--- config.mk ---
export PLATFORM = sky130hd
export DESIGN_NAME = mips_ctrl_fsm
export DESIGN_NICKNAME = d
export VERILOG_FILES = /design/src/rtl/mips_ctrl_fsm.sv
export SDC_FILE = /design/constraint.sdc
export NUM_CORES = 1
export LEC_CHECK = 0
export CORE_UTILIZATION = 33
export DETAILED_ROUTE_END_ITERATION = 10
export PLACE_DENSITY = 0.76
export SLEW_MARGIN = 10
export SYNTH_ARGS = -nofsm -noshare
export SYNTH_HDL_FRONTEND = slang
export SYNTH_SLANG_ARGS = --single-unit
--- constraint.sdc ---
create_clock -name clk -period 1.3 [get_ports clk]
set_input_delay 0.13 -clock clk [delete_from_list [all_inputs] [get_ports clk]]
set_output_delay 0.13 -clock clk [all_outputs]
set_load 0.02 [all_outputs]
--- src/rtl/mips_ctrl_fsm.sv ---
// Multicycle main controller for the 8-bit MIPS datapath.
// Moore FSM: fetch (4 byte cycles), decode, then per-opcode execute chain.
module mips_ctrl_fsm #(
    parameter logic [5:0] OP_RTYPE = 6'b000000,
    parameter logic [5:0] OP_LB    = 6'b100000,
    parameter logic [5:0] OP_SB    = 6'b101000,
    parameter logic [5:0] OP_BEQ   = 6'b000100,
    parameter logic [5:0] OP_J     = 6'b000010,
    parameter logic [5:0] OP_ADDI  = 6'b001000
) (
    input  logic       clk,
    input  logic       reset,
    input  logic [5:0] op,
    output logic       memread,
    output logic       memwrite,
    output logic       iord,
    output logic [3:0] irwrite,
    output logic       pcwrite,
    output logic       branch,
    output logic [1:0] pcsource,
    output logic       alusrca,
    output logic [1:0] alusrcb,
    output logic [1:0] aluop,
    output logic       regwrite,
    output logic       regdst,
    output logic       memtoreg
);

    typedef enum logic [3:0] {
        FETCH1  = 4'd0,
        FETCH2  = 4'd1,
        FETCH3  = 4'd2,
        FETCH4  = 4'd3,
        DECODE  = 4'd4,
        MEMADR  = 4'd5,
        LBRD    = 4'd6,
        LBWR    = 4'd7,
        SBWR    = 4'd8,
        RTYPEEX = 4'd9,
        RTYPEWR = 4'd10,
        BEQEX   = 4'd11,
        JEX     = 4'd12,
        ADDIEX  = 4'd13
    } state_t;

    // ADDIWR shares no encoding with the enum above to keep 14 and 15
    // distinct; 15 is the only truly unused code.
    localparam state_t ADDIWR = state_t'(4'd14);

    state_t state, next_state;

    always_ff @(posedge clk or posedge reset) begin
        if (reset) state <= FETCH1;
        else       state <= next_state;
    end

    always_comb begin
        next_state = FETCH1;
        case (state)
            FETCH1: next_state = FETCH2;
            FETCH2: next_state = FETCH3;
            FETCH3: next_state = FETCH4;
            FETCH4: next_state = DECODE;
            DECODE: begin
                if (op == OP_LB || op == OP_SB) next_state = MEMADR;
                else if (op == OP_RTYPE)        next_state = RTYPEEX;
                else if (op == OP_BEQ)          next_state = BEQEX;
                else if (op == OP_J)            next_state = JEX;
                else if (op == OP_ADDI)         next_state = ADDIEX;
                else                            next_state = FETCH1;
            end
            MEMADR: begin
                if (op == OP_LB)      next_state = LBRD;
                else if (op == OP_SB) next_state = SBWR;
                else                  next_state = FETCH1;
            end
            LBRD:    next_state = LBWR;
            RTYPEEX: next_state = RTYPEWR;
            ADDIEX:  next_state = ADDIWR;
            default: next_state = FETCH1;
        endcase
    end

    always_comb begin
        memread  = 1'b0;
        memwrite = 1'b0;
        iord     = 1'b0;
        irwrite  = 4'b0000;
        pcwrite  = 1'b0;
        branch   = 1'b0;
        pcsource = 2'b00;
        alusrca  = 1'b0;
        alusrcb  = 2'b00;
        aluop    = 2'b00;
        regwrite = 1'b0;
        regdst   = 1'b0;
        memtoreg = 1'b0;
        case (state)
            FETCH1, FETCH2, FETCH3, FETCH4: begin
                memread = 1'b1;
                alusrcb = 2'b01;
                pcwrite = 1'b1;
                irwrite = 4'b0001 << state[1:0];
            end
            DECODE: alusrcb = 2'b11;
            MEMADR, ADDIEX: begin
                alusrca = 1'b1;
                alusrcb = 2'b10;
            end
            LBRD: begin
                memread = 1'b1;
                iord    = 1'b1;
            end
            LBWR: begin
                regwrite = 1'b1;
                memtoreg = 1'b1;
            end
            SBWR: begin
                memwrite = 1'b1;
                iord     = 1'b1;
            end
            RTYPEEX: begin
                alusrca = 1'b1;
                aluop   = 2'b10;
            end
            RTYPEWR: begin
                regwrite = 1'b1;
                regdst   = 1'b1;
            end
            BEQEX: begin
                alusrca  = 1'b1;
                aluop    = 2'b01;
                branch   = 1'b1;
                pcsource = 2'b01;
            end
            JEX: begin
                pcwrite  = 1'b1;
                pcsource = 2'b10;
            end
            ADDIWR: regwrite = 1'b1;
            default: ;
        endcase
    end

endmodule

==> results.txt, run 1 <==
Row Count -> 13
EDFF count, synth -> 0
Leak -> 0.565 nW
CTS buffer count -> 3
Sequential fraction of the synthesis area -> 20.7%
Hold Buf Count CTS -> 0
Status -> finished, violations left
Setup ws final -> -0.246 ns
Fin crit share -> 119%
Crit end category -> flip-flop
Critical path peak fanout -> 7
Max Root-Sink Buffers -> 2
Cell count after synthesis -> 70
All-Layer GR Usage -> 35.4%
Routed Antenna Nets -> 0
FF-to-FF setup slack -> -0.25 ns
RSZ-0062 raised after global routing -> true
Reg-to-reg critical path endpoint -> state[2]
Via density -> 6.35
Root buf cell -> clkbuf_4
Combinational power share -> 84.6%
Req. time, crit path -> 1.46 ns
Placed cell area -> 915 um^2
Layout Nets -> 135
Post-DP HPWL -> 1410 um
Final WL -> 3270 um
Fraction of the mapped netlist area in compound gates -> 22.5%
Filler Cell Count -> 47
TritonRoute pass-1 iters -> 4
Final Hold Vio Count -> 0
Least-Margin Pin Slew -> 0.315 ns
XOR/XNOR Fraction of Synth Area -> 1.81%
Asr flop ratio synth -> 100%
Synth Flop Type -> dfrtp_1
Remaining Overflow, GRT -> 0
Final Skew -> 0.000207 ns
Layout cells sized above 1 -> 72.0%
Switching share of power -> 49.8%
# setup viols final -> 21
Hold WC Path Type -> input port to asynchronous set/reset pin
Finished layout cell area -> 1240 um^2
Largest net degree at the start of global routing -> 8
Final min period -> 1.55 ns
Ports -> 27
Clock power frac -> 6.1%
Mapped Avg Cell Area -> 6.92 um^2
First-pass GRT wire length -> 3620 um
Routability cong. -> 0.907
Largest Register -> state
Max FFs per register -> 4
Core area -> 1330 um^2
Starting Density -> 36.3%
Number of global-route vias before repair -> 776
N_diodes -> 0
Startpoint types -> flip-flop
Post-synthesis mux area share -> 0%
# DRC -> 0
P_int -> 1.54 mW
Most frequent cells in the layout -> buf_4 (26), buf_6 (25), nor2_4 (8)
CTS tree -> built
Vias -> 889
Setup Crit Path Kind -> flip-flop to flip-flop
Seq pwr share -> 9.4%
Antenna violations before repair -> 0
Post-synthesis net count -> 78
Violated checks -> negative setup slack
CTS sink cnt -> 4
Simple-Gate Fraction of Synth Area -> 44.7%
Final Util -> 93.2%
Clk_lat worst skew -> 0.26 ns
PD cells -> 2460 nW/um^2
Largest registers -> state (4)
Synthesized flop and latch total -> 4
Synthesized area -> 484 um^2
Area grow syn2layout -> 157%
Largest family of logic cells by synthesized area -> simple AND/OR/NAND/NOR gates
Clock transition at path regs -> 0.05 ns
Fmax -> 647 MHz
Chip height -> 40.3 um
Net Switching -> 1.52 mW
R2r startpoint -> state[1]
Max Cap Violations -> 0
IO Port Bufs -> 26
Synth Warn # -> 0
Arrival @ worst endpoint -> 1.70 ns
R2R cell count -> 6
Power, Total -> 3.06 mW
Slew Viols, Final -> 0
Slew headroom -> 78.9%
Initial drt markers -> 57
Hold_ws -> 0.0993 ns
H-tree lvl count -> 1
Die W -> 40.3 um
VDD IR max -> 1.71 mV
Total Die Area -> 1620 um^2
Commonest non-fill, non-tap cell in the layout -> buf_4
Crit path from -> state[1]
Distinct cells, synth -> 29
WL/cell -> 23.4 um
Synth Area in Adders -> 2.07%
through the flow:
stage	instances	setup TNS, ns	setup WS (ns)
after floorplan	70	-0.0536	-0.0185
after global placement	127	-6.30	-0.378
after detailed placement	127	-7.04	-0.427
after CTS	140	-1.57	-0.151
after global routing	140	-3.87	-0.287
final	140	-3.25	-0.246
power by group through the flow:
stage               registers [mW]  clock network, mW  logic [mW]
floorplan                    0.216                  0       0.864
global placement             0.245                  0        1.55
detailed placement           0.252                  0        1.60
CTS                          0.271              0.176        2.21
global route                 0.293              0.194        2.65
finish                       0.287              0.186        2.59
synthesized netlist by cell type (all sizes together), types with 2 or more instances:
cell	number	area share [%]
buf	4	5.2
inv	2	1.6
nand2	4	3.1
o21ai	2	2.1
a21oi	5	5.2
nand2b	7	9.0
clkbuf	2	1.6
nand3	2	2.1
and3	2	2.6
nor3	3	3.1
nor2	15	12
nor2b	3	3.9
dfrtp	4	21
worst max path at each step:
| stage | end | slack [ns] |
|---|---|---|
| final | state[2] | -0.25 |
| after global routing | state[2] | -0.29 |
| after CTS | regwrite | -0.15 |
| after detailed placement | pcwrite | -0.43 |
| after global placement | pcwrite | -0.38 |
| after floorplan | pcwrite | -0.02 |
critical path, stage by stage, from the launching register on:
cell and delay [ns]:
dfrtp_1 0.41, buf_6 0.15, nand2b_4 0.17, buf_6 0.14, o41ai_4 0.34, nand2_2 0.13
o311ai_2 0.09
cell families (layout without fill, tap and decap cells):
family / count (synthesis) / in the layout
simple gates: 42 / 42
compound gates: 14 / 14
buf+inv: 8 / 63
flops: 4 / 4
fa+ha+maj: 1 / 1
xor+xnor: 1 / 1
area by class of cell:
type                            count  area [um^2]  share of cell area, %
Clock buffer                        3         22.5                   1.81
Inverter                            2         12.5                   1.01
Tap cell                           15         18.8                   1.51
Multi-Input combinational cell     58          538                   43.3
Sequential cell                     4          104                   8.36
Timing Repair Buffer               58          547                   44.0
timing repair:
| item | in CTS | in global routing |
|---|---|---|
| buffers inserted | 10 | 0 |
| resized for setup | 147 | 18 |
| endpoints found under the setup margin | 22 | 22 |
| gates cloned | 0 | 0 |
| pin swaps | 14 | 9 |
routing by layer:
metal | vias up | track usage, % | share of wire, %
met1 | 397 | 40.0 | 32
met4 | 0 | 21.7 | 8.4
met2 | 98 | 57.3 | 48
met3 | 38 | 11.7 | 11
met5 | - | 0 | 0
li1 | 356 | - | -
(Power assumes the default switching activity.)
==> run 2: changes to the inputs <==
Settings changed: PLACE_DENSITY 0.76 to 0.73, SKIP_LAST_GASP from default to 1.
==> run 2 against run 1 <==
Against the previous run: the run still ends with negative setup slack left; power shrank 2.0%; non-clock buffer count increased by 3; clock skew rose by 0.0032 ns; combinational power about the same; critical path depth is the same; clock power fell by 13%; clock-buffer cell count unchanged; sequential share of layout area fell by 0.17 points; cell count increased by 2.1%; via count shrank 1.5%; sequential power down 1%.
==> results.txt, run 2 (synthesized netlist as in run 1, its figures left out) <==
PD cells -> 2400 nW/um^2
TritonRoute pass-1 iters -> 4
Antenna violations before repair -> 0
Routed Antenna Nets -> 0
Footprint of the multi-input gates -> 532 um^2
RSZ-0062 raised after global routing -> true
Fin crit share -> 122%
Req. time, crit path -> 1.40 ns
Max Root-Sink Buffers -> 2
Largest registers -> state (4)
Crit end category -> flip-flop
Clock power frac -> 5.3%
Final WL -> 2990 um
Post-DP HPWL -> 1200 um
Remaining Overflow, GRT -> 0
Die W -> 40.3 um
Net Switching -> 1.46 mW
Max Cap Violations -> 0
Arrival @ worst endpoint -> 1.69 ns
IO Port Bufs -> 26
R2R cell count -> 6
Commonest non-fill, non-tap cell in the layout -> buf_4
VDD IR max -> 1.47 mV
Critical-path cell list -> buf_6 > buf_4 > nor2b_2 > a21oi_1 > nand2b_1 > o311ai_1
# DRC -> 0
Via density -> 6.13
Seq pwr share -> 9.4%
CTS sink cnt -> 4
Clk_lat worst skew -> 0.24 ns
First-pass GRT wire length -> 2830 um
Reg area -> 103 um^2
Clock transition at path regs -> 0.04 ns
CTS buffer count -> 3
Switching share of power -> 48.8%
# setup viols final -> 22
Largest Register -> state
Row Count -> 13
Final Skew -> 0.00339 ns
Layout cells sized above 1 -> 69.5%
Number of global-route vias before repair -> 691
Slew headroom -> 78.8%
Combinational power share -> 85.2%
Most frequent cells in the layout -> buf_4 (27), buf_6 (25), nor2_4 (8)
Final Hold Vio Count -> 0
Reg-to-reg critical path endpoint -> state[2]
Startpoint types -> flip-flop
Filler Cell Count -> 43
R2r startpoint -> state[2]
Critical path peak fanout -> 5
Hold Buf Count CTS -> 0
Violated checks -> negative setup slack
Layout Nets -> 138
Ports -> 27
Status -> finished, violations left
Hold_ws -> 0.118 ns
N_diodes -> 0
H-tree lvl count -> 1
Setup Crit Path Kind -> flip-flop to flip-flop
Least-Margin Pin Slew -> 0.313 ns
Leak -> 0.594 nW
Setup ws final -> -0.290 ns
Vias -> 876
Max FFs per register -> 4
Root buf cell -> clkbuf_4
Initial drt markers -> 22
Slowest CP cell -> dfrtp_2
Placed cell area -> 915 um^2
P_int -> 1.54 mW
Chip height -> 40.3 um
Area grow syn2layout -> 159%
Hold WC Path Type -> input port to asynchronous set/reset pin
FF-to-FF setup slack -> -0.29 ns
CTS tree -> built
Starting Density -> 36.3%
Routability cong. -> 0.860
Slew Viols, Final -> 0
Largest net degree at the start of global routing -> 10
Finished layout cell area -> 1250 um^2
Core area -> 1330 um^2
WL/cell -> 20.9 um
All-Layer GR Usage -> 27.0%
Fmax -> 629 MHz
Final min period -> 1.59 ns
Total Die Area -> 1620 um^2
Crit path largest cell delay -> 0.44 ns
## run 2: cell types whose count changed in the layout (fill, tap and decap cells not counted), sizes merged
cell / delta
buf: +3
clkdlybuf4s50: -2
dlymetal6s2s: +2
## run 2: critical path, delay by kind of cell, from the launching register on
kind                   cells  cell delay (ns)
buffers and inverters      2             0.28
flip-flops                 1             0.44
AND/OR/NAND/NOR            2             0.36
AO/OA/AOI/OAI              2             0.35
## run 2: cell type report
cell class | instances | area share (%)
clock buffers | 3 | 1.80
inverters | 2 | 0.599
repair buffers | 61 | 45.5
flip-flops and latches | 4 | 8.19
well taps | 15 | 1.50
multi-input cells | 58 | 42.5
## run 2: layer usage
layer	global-route usage, %	routed length, um	vias up	part of all wire (%)
met3	3.33	230	28	7.7
met5	0	0	-	0
met1	29.1	1050	400	35
met4	15.8	218	0	7.3
li1	-	-	363	-
met2	49.6	1490	85	50
## run 2: repair_timing
item,in CTS,in global routing
setup endpoints to repair,22,22
buffers inserted,9,4
resized for setup,120,40
pin swaps,9,15
cloned,0,1
## run 2: how the worst max path moves through the flow
stage               cells after the start      from         end  slack [ns]
finish                                  6  state[2]    state[2]       -0.29
global route                            6  state[2]    state[2]       -0.29
CTS                                     4  state[0]     pcwrite       -0.13
detailed placement                      3  state[3]  irwrite[3]       -0.42
global placement                        4  state[0]     pcwrite       -0.39
floorplan                               4  state[0]     pcwrite       -0.02
## run 2: metrics by stage
| step | worst slack (ns) | TNS [ns] | utilization (%) | instances | power [mW] |
|---|---|---|---|---|---|
| after global placement | -0.389 | -6.32 | 68.6 | 127 | 1.79 |
| final | -0.290 | -2.73 | 93.9 | 143 | 3.00 |
| after CTS | -0.131 | -1.33 | 79.4 | 139 | 2.31 |
| after floorplan | -0.0185 | -0.0536 | - | 70 | 1.08 |
| after detailed placement | -0.424 | -6.60 | 68.6 | 127 | 1.81 |
| after global routing | -0.287 | -3.16 | 93.9 | 143 | 3.09 |
## run 2: power by group through the flow
stage / sequential [mW] / clock (mW) / combinational [mW]
3_3_place_gp: 0.242 / 0 / 1.55
5_1_grt: 0.282 / 0.170 / 2.64
6_report: 0.283 / 0.161 / 2.56
2_1_floorplan: 0.216 / 0 / 0.864
4_1_cts: 0.259 / 0.157 / 1.90
3_5_place_dp: 0.245 / 0 / 1.56
